$ cat src/rtl/branch_predictor.sv
// ---------------------------------------------------------------------------
// branch_predictor
//
// Dynamic branch direction predictor for the pipelined MIPS core. A table of
// 2-bit saturating counters, indexed by pcD[INDEX_BITS+1:2], supplies a
// combinational taken/not-taken prediction for the decode-stage instruction.
// The index and prediction are carried one stage to execute, where the
// resolved outcome trains the same table entry that made the prediction.
//
// Parameters
//   INDEX_BITS      log2 of the number of table entries (default 6)
//
// Ports
//   clk             in   1   rising-edge clock
//   reset           in   1   asynchronous, active-low reset
//   pcD             in   32  PC of the instruction in decode
//   isBranch        in   1   decode instruction is a beq
//   brbitD          out  1   predicted taken for the decode instruction
//   branchE         in   1   execute-stage instruction is a branch
//   pcsrcE          in   1   actual branch outcome in execute (1 = taken)
//   mispredictE     out  1   execute branch resolved against its prediction
//   branchCount     out  32  resolved branches since reset
//   mispredictCount out  32  mispredicted branches since reset
//
// Build option
//   BRANCH_PREDICTOR_STATS_EN  when defined, branchCount/mispredictCount are
//                              real counters; otherwise both are tied to 0.
// ---------------------------------------------------------------------------
module branch_predictor #(
  parameter int INDEX_BITS = 6
) (
  input  logic        clk,
  input  logic        reset,
  input  logic [31:0] pcD,
  input  logic        isBranch,
  output logic        brbitD,
  input  logic        branchE,
  input  logic        pcsrcE,
  output logic        mispredictE,
  output logic [31:0] branchCount,
  output logic [31:0] mispredictCount
);

  localparam int TABLE_SIZE = 1 << INDEX_BITS;

  // Counter encoding: the MSB is the predicted direction.
  localparam logic [1:0] STRONG_NT = 2'b00;
  localparam logic [1:0] WEAK_NT   = 2'b01;
  localparam logic [1:0] WEAK_T    = 2'b10;
  localparam logic [1:0] STRONG_T  = 2'b11;

  // Saturating step of one prediction counter toward the resolved outcome.
  function automatic logic [1:0] satTrain(input logic [1:0] ctr, input logic taken);
    logic [1:0] nxt;
    nxt = ctr;
    if (taken) begin
      if (ctr != STRONG_T) nxt = ctr + 2'd1;
    end else begin
      if (ctr != STRONG_NT) nxt = ctr - 2'd1;
    end
    return nxt;
  endfunction

  logic [1:0]            counterTable [TABLE_SIZE];
  logic [INDEX_BITS-1:0] idxD_p0;
  logic [INDEX_BITS-1:0] idxE_p1;
  logic                  predE_p1;

  // Only the index field of the PC addresses the table; word-offset and
  // upper bits alias freely.
  logic unusedPcBits;
  assign unusedPcBits = ^{pcD[31:INDEX_BITS+2], pcD[1:0]};

  // ---- stage p0: decode lookup ----
  // Reads the pre-update value even when execute trains the same entry in
  // this cycle; there is deliberately no bypass.
  assign idxD_p0 = pcD[INDEX_BITS+1:2];
  assign brbitD  = isBranch & counterTable[idxD_p0][1];

  // ---- stage p1: execute resolution and training ----
  assign mispredictE = branchE & (predE_p1 != pcsrcE);

  always_ff @(posedge clk or negedge reset) begin
    if (!reset) begin
      for (int i = 0; i < TABLE_SIZE; i++) counterTable[i] <= WEAK_NT;
      idxE_p1  <= '0;
      predE_p1 <= 1'b0;
    end else begin
      idxE_p1  <= idxD_p0;
      predE_p1 <= brbitD;
      if (branchE) counterTable[idxE_p1] <= satTrain(counterTable[idxE_p1], pcsrcE);
    end
  end

`ifdef BRANCH_PREDICTOR_STATS_EN
  logic [31:0] branchCnt;
  logic [31:0] mispredictCnt;

  // Both counters wrap modulo 2^32.
  always_ff @(posedge clk or negedge reset) begin
    if (!reset) begin
      branchCnt     <= '0;
      mispredictCnt <= '0;
    end else if (branchE) begin
      branchCnt <= branchCnt + 32'd1;
      if (mispredictE) mispredictCnt <= mispredictCnt + 32'd1;
    end
  end

  assign branchCount     = branchCnt;
  assign mispredictCount = mispredictCnt;
`else
  assign branchCount     = '0;
  assign mispredictCount = '0;
`endif

endmodule

$ cat config.mk
export PLATFORM = sky130hd
export DESIGN_NAME = branch_predictor
export DESIGN_NICKNAME = d
export VERILOG_FILES = /design/src/rtl/branch_predictor.sv
export SDC_FILE = /design/constraint.sdc
export NUM_CORES = 1
export LEC_CHECK = 0
export CORE_ASPECT_RATIO = 2
export CORE_MARGIN = 3
export CORE_UTILIZATION = 45
export CTS_BUF_LIST = sky130_fd_sc_hd__clkbuf_8 sky130_fd_sc_hd__clkbuf_16
export DETAILED_ROUTE_END_ITERATION = 8
export GPL_ROUTABILITY_DRIVEN = 0
export PLACE_DENSITY_LB_ADDON = 0.05
export SLEW_MARGIN = 30
export SYNTH_ARGS = -nofsm -noshare
export SYNTH_HDL_FRONTEND = slang
export SYNTH_SLANG_ARGS = --single-unit
$ cat constraint.sdc
create_clock -name clk -period 4.8 [get_ports clk]
set_clock_uncertainty 0.2 [all_clocks]
set_input_delay 0.96 -clock clk [delete_from_list [all_inputs] [get_ports clk]]
set_output_delay 0.96 -clock clk [all_outputs]
set_load 0.02 [all_outputs]
**Yosys cells after proc, flatten, opt, wreduce, memory -nomap -nowiden**

Index checks and enable logic that the tools add are counted.

- Div/mod/pow operators: 0
- Shifts and indexed selects: 0
- Add/subtract/negate cells: 2
- Mux-type cells: 13
- Order comparisons: 3
- $mul: 0
- Bitwise logic cells: 4
- Reductions and logical operators: 2
- Equal/unequal tests: 2

Operator list:

| operator | number |
|---|---|
| bitwise mux 128 bit | 1 |
| binary-select mux 2 bit (select 6 bit) | 2 |
| two-way mux 2 bit | 9 |
| greater-or-equal comparator 7 bit, second input constant | 2 |
| NOT 6 -> 7 bit | 2 |
| demux 2 bit (select 6 bit) | 1 |
| less-than comparator 7 x 1 -> 1 bit, second input constant | 1 |
| adder 2 x 1 -> 2 bit, second input constant | 1 |
| bitwise AND 1 bit | 2 |
| inequality test 2 bit, second input constant | 1 |
| nonzero test 2 bit | 1 |
| subtractor 2 x 1 -> 2 bit, second input constant | 1 |
| logical AND 1 bit | 1 |
| inequality test 1 bit | 1 |

- Memories: 0
- Memory bits (read-only): 0
- Logic and storage cells: 92
- Latch bits: 0
- Input port bits: 37
- Memory bits (writable): 0
- Bits in registers: 135

**Logic depth before layout (Yosys ltp)**

- Depth in word-level cells: 9
- Mapped depth: 12
- Depth with buffers taken out: 7

**Least setup slack after synthesis**

OpenSTA, ideal clock, no wires.

- Path type: input to output
- From: input pcD[2]
- To: output brbitD
- Path slack: 0.056 ns
- Arrival: 3.584 ns
- Path buffers: 2
- Stages: 6
- Required time: 3.640 ns
- Cells stage by stage: clkbuf_1 > buf_1 > mux4_2 > mux4_2 > mux4_2 > and2_1

- Longest elaborated chain between the ends: 5

RTL lines:

| item | RTL line | source |
|---|---|---|
| start, declared | 34 | `input logic [31:0] pcD,` |
| NOT 6 -> 7 bit (implied by the code) | 78 | `assign brbitD = isBranch & counterTable[idxD_p0][1];` |
| binary-select mux 2 bit (select 6 bit) | 78 |  |
| two-way mux 2 bit (implied by the code) (2 in a row) | 78 |  |
| bitwise AND 1 bit | 78 |  |
| end, declared | 36 | `output logic brbitD,` |

No other way between the ends. The select of a mux whose other input is x is not followed.

**Worst setup path in the final report**

Same ends and word-level chain as after synthesis.

==> flow_summary.toml <==
[clock_network]
clkSinkCount = 135
htreeDepth = 4
cts_setup_buffers = 0
cts_tree = "built"
clkTransAtPathRegs_ps = 50
clk_latency_ps = 420
cts_made_buffers = 17
cts_max_path_buffers = 2
root_buffer = "clkbuf_16"
cts_hold_buf = 0

[worst_setup_path]
critPathArrivalTime_ps = 3580
endpoint_kind = "output pin"
reg2reg_setup_slack_ps = 760
cp_data_required_time_ps = 3640
start_kind = "primary input"
crit_top_cell = "mux4_2"
cp_num_buf_inv = 3
worstPathCellList = "dlygate4sd2_1 > bufbuf_16 > mux4_2 > mux4_2 > mux4_2 > and2_1 > dlygate4sd2_1"
cp_top_family = "multiplexers"
path_max_fanout = 8
critPathMaxStageDelay_ps = 500
critPathSlowestCell = "mux4_2"
crit_type = "primary input to output pin"

[pwr]
power_mw = 3.38
powerDensity_nw_per_um2 = 402
leakagePower_nw = 3.41
vdd_drop_max_mv = 0.208

[hold_path]
hp-class = "register to register"

[detailed_routing]
drt-vias-per-instance = 5.79
first_pass_iters = 5
vias = 5683
first_iter_violations = 479
wl_mm = 23.0
routedWlPerCell_um = 23.4
final_antenna_net_count = 0
drc = 0

[sta]
fmax_mhz = 211
rsz0062_at_grt = "no"
max-slew-margin-rel_pct = 39.1
tightest_slew_ps = 910
period_share_pct = 98.8
hold_viol_final = 0
fin_crit_ps = 4740
maxSlewViolCount = 0
setup_violations = 0

[die]
fp-row-count = 67
pin_count = 103
die_area_um2 = 18900
die_w_um = 98.7
core_um2 = 16800
die_h_um = 191
start_util_pct = 45.9

[synthesis]
synth.area.top_cells = "dfrtp_1 (23%), dfstp_2 (22%), mux4_2 (8.2%)"
yosysUniqueCellTypes = 60
synth.top_cell.area_share_pct = 23.0
synth_top_area_cell = "dfrtp_1"
ys_warn_count = 0
syn_avg_cell_area_um2 = 10.3
yosysSeqAreaShare_pct = 44.7
synthCells = 750
ys.flop_type = "dfrtp_1"
synth_seq_cells = 135
syn-cell-area_um2 = 7730
synth-edff-count = 0
async_flop_share_pct = 100

[cells_and_area]
nNetsFinal = 798
n_fill_cell = 1541
final_util_pct = 49.9
area_delta_synth_final_pct = 8.72
antenna_cells = 0
post_route_cells_drive_above_1_share_pct = 29.8
fin_cells = 981
fin_area_um2 = 8410

[placed_design]
port_buffers = 12
dpl.cell_count = 948
dpl.hpwl_mm = 15.9
place_area_um2 = 7830

[global_route]
grt_pass1_wl_mm = 35.1
first_global_vias = 5744
antenna_found_initial = 0
grt_overflow_total = 0
grt_start_max_net_pins = 111
gr-usage-all-layers_pct = 25.2

[run]
drv_cap = 0

[outcome]
status = "finished, final reports clean"
[worst register-to-register path: cells and delay by family (launching register included)]
family / cells / cell delay (ps)
compound gates: 4 / 1060
buf+inv: 3 / 930
flops: 1 / 780
fa+ha+maj: 1 / 400
mux: 1 / 390
simple gates: 1 / 180
[through the flow]
step | TNS (ps) | worst slack, ps | hold slack, ps
4_1_cts | 0 | 57.3 | 271
3_5_place_dp | -265 | -265 | 263
3_3_place_gp | -267 | -267 | 258
5_1_grt | 0 | 17.0 | 279
2_1_floorplan | 0 | 56.0 | 254
6_report | 0 | 59.8 | 269
[cells in the mapped netlist, drive strengths merged (3+ instances only)]
master	instances
a22o	6
dfrtp	71
nor3	4
a22oi	14
a221o	3
o21ai	112
nand3	10
and2	5
nor2b	6
buf	91
mux2i	12
o22ai	3
nor2	51
mux2	12
dfstp	64
a221oi	11
clkbuf	18
o31ai	18
mux4	29
nand2	149
and3	4
a21oi	21
[report_power, final]
group / internal (mW) / total, mW / leakage [nW] / switching [mW]
clock: 0.726 / 1.22 / 0.279 / 0.491
combinational: 0.264 / 0.640 / 1.53 / 0.376
sequential: 1.38 / 1.52 / 1.60 / 0.148
[state kept, by name, indices dropped and copies added (netlist names)]
signal and flops:
counterTable 128, idxE_p1 6, predE_p1 1
[logic make-up after synthesis]
| logic type | after synthesis | share of synthesized area, % |
|---|---|---|
| compound gates | 201 | 19.0 |
| xor+xnor | 1 | 0.113 |
| fa+ha+maj | 2 | 0.356 |
| buf+inv | 113 | 10.4 |
| flops | 135 | 44.7 |
| mux | 53 | 11.8 |
| other cells | 1 | 0.0485 |
| simple gates | 244 | 13.5 |
[metal layers]
metal	wire [µm]	up-vias	share of wire (%)	track usage [%]
met3	1150	66	5.0	5.19
met1	8710	2792	38	29.5
met5	0	-	0	0
li1	-	2580	-	-
met4	1450	0	6.3	14.6
met2	11700	245	51	42.3
[layout make-up]
cell class	instances	area, µm²	share of cell area [%]
timing repair buffer	38	418	4.97
clock inverter	13	92.6	1.10
clock buffer	19	453	5.39
tap	207	259	3.08
sequential	135	3460	41.1
multi-input combinational	565	3710	44.1
inverter	4	15.0	0.179
[path summary, 6_finish.rpt]
path	start	to	cells after the start
hold reg to reg	counterTable[54]$_DFFE_PN1P_	counterTable[54]$_DFFE_PN1P_	2
hold / removal	counterTable[54]$_DFFE_PN1P_	counterTable[54]$_DFFE_PN1P_	2
setup reg to reg	idxE_p1[0]$_DFF_PN0_	counterTable[96]$_DFFE_PN1P_	10
max in group asynchronous	reset	counterTable[124]$_DFFE_PN1P_	2
min in group asynchronous	reset	counterTable[89]$_DFFE_PN0P_	1
setup / recovery	pcD[2]	brbitD	7
[what timing repair did]
action | 4_1_cts | 5_1_grt
gates resized for setup | 2 | 0
hold endpoints to repair | 0 | 0
setup endpoints to repair | 1 | 0
[cells in the final DEF, fill, tap and decap left out, drive strengths merged, types with 12 or more instances in the layout]
master / count
a21oi: 21
a22oi: 14
buf: 26
clkbuf: 19
conb: 64
dfrtp: 71
dfstp: 64
mux2: 12
mux2i: 12
mux4: 29
nand2: 149
nor2: 51
o21ai: 112
o31ai: 18
(Power assumes the default switching activity.)
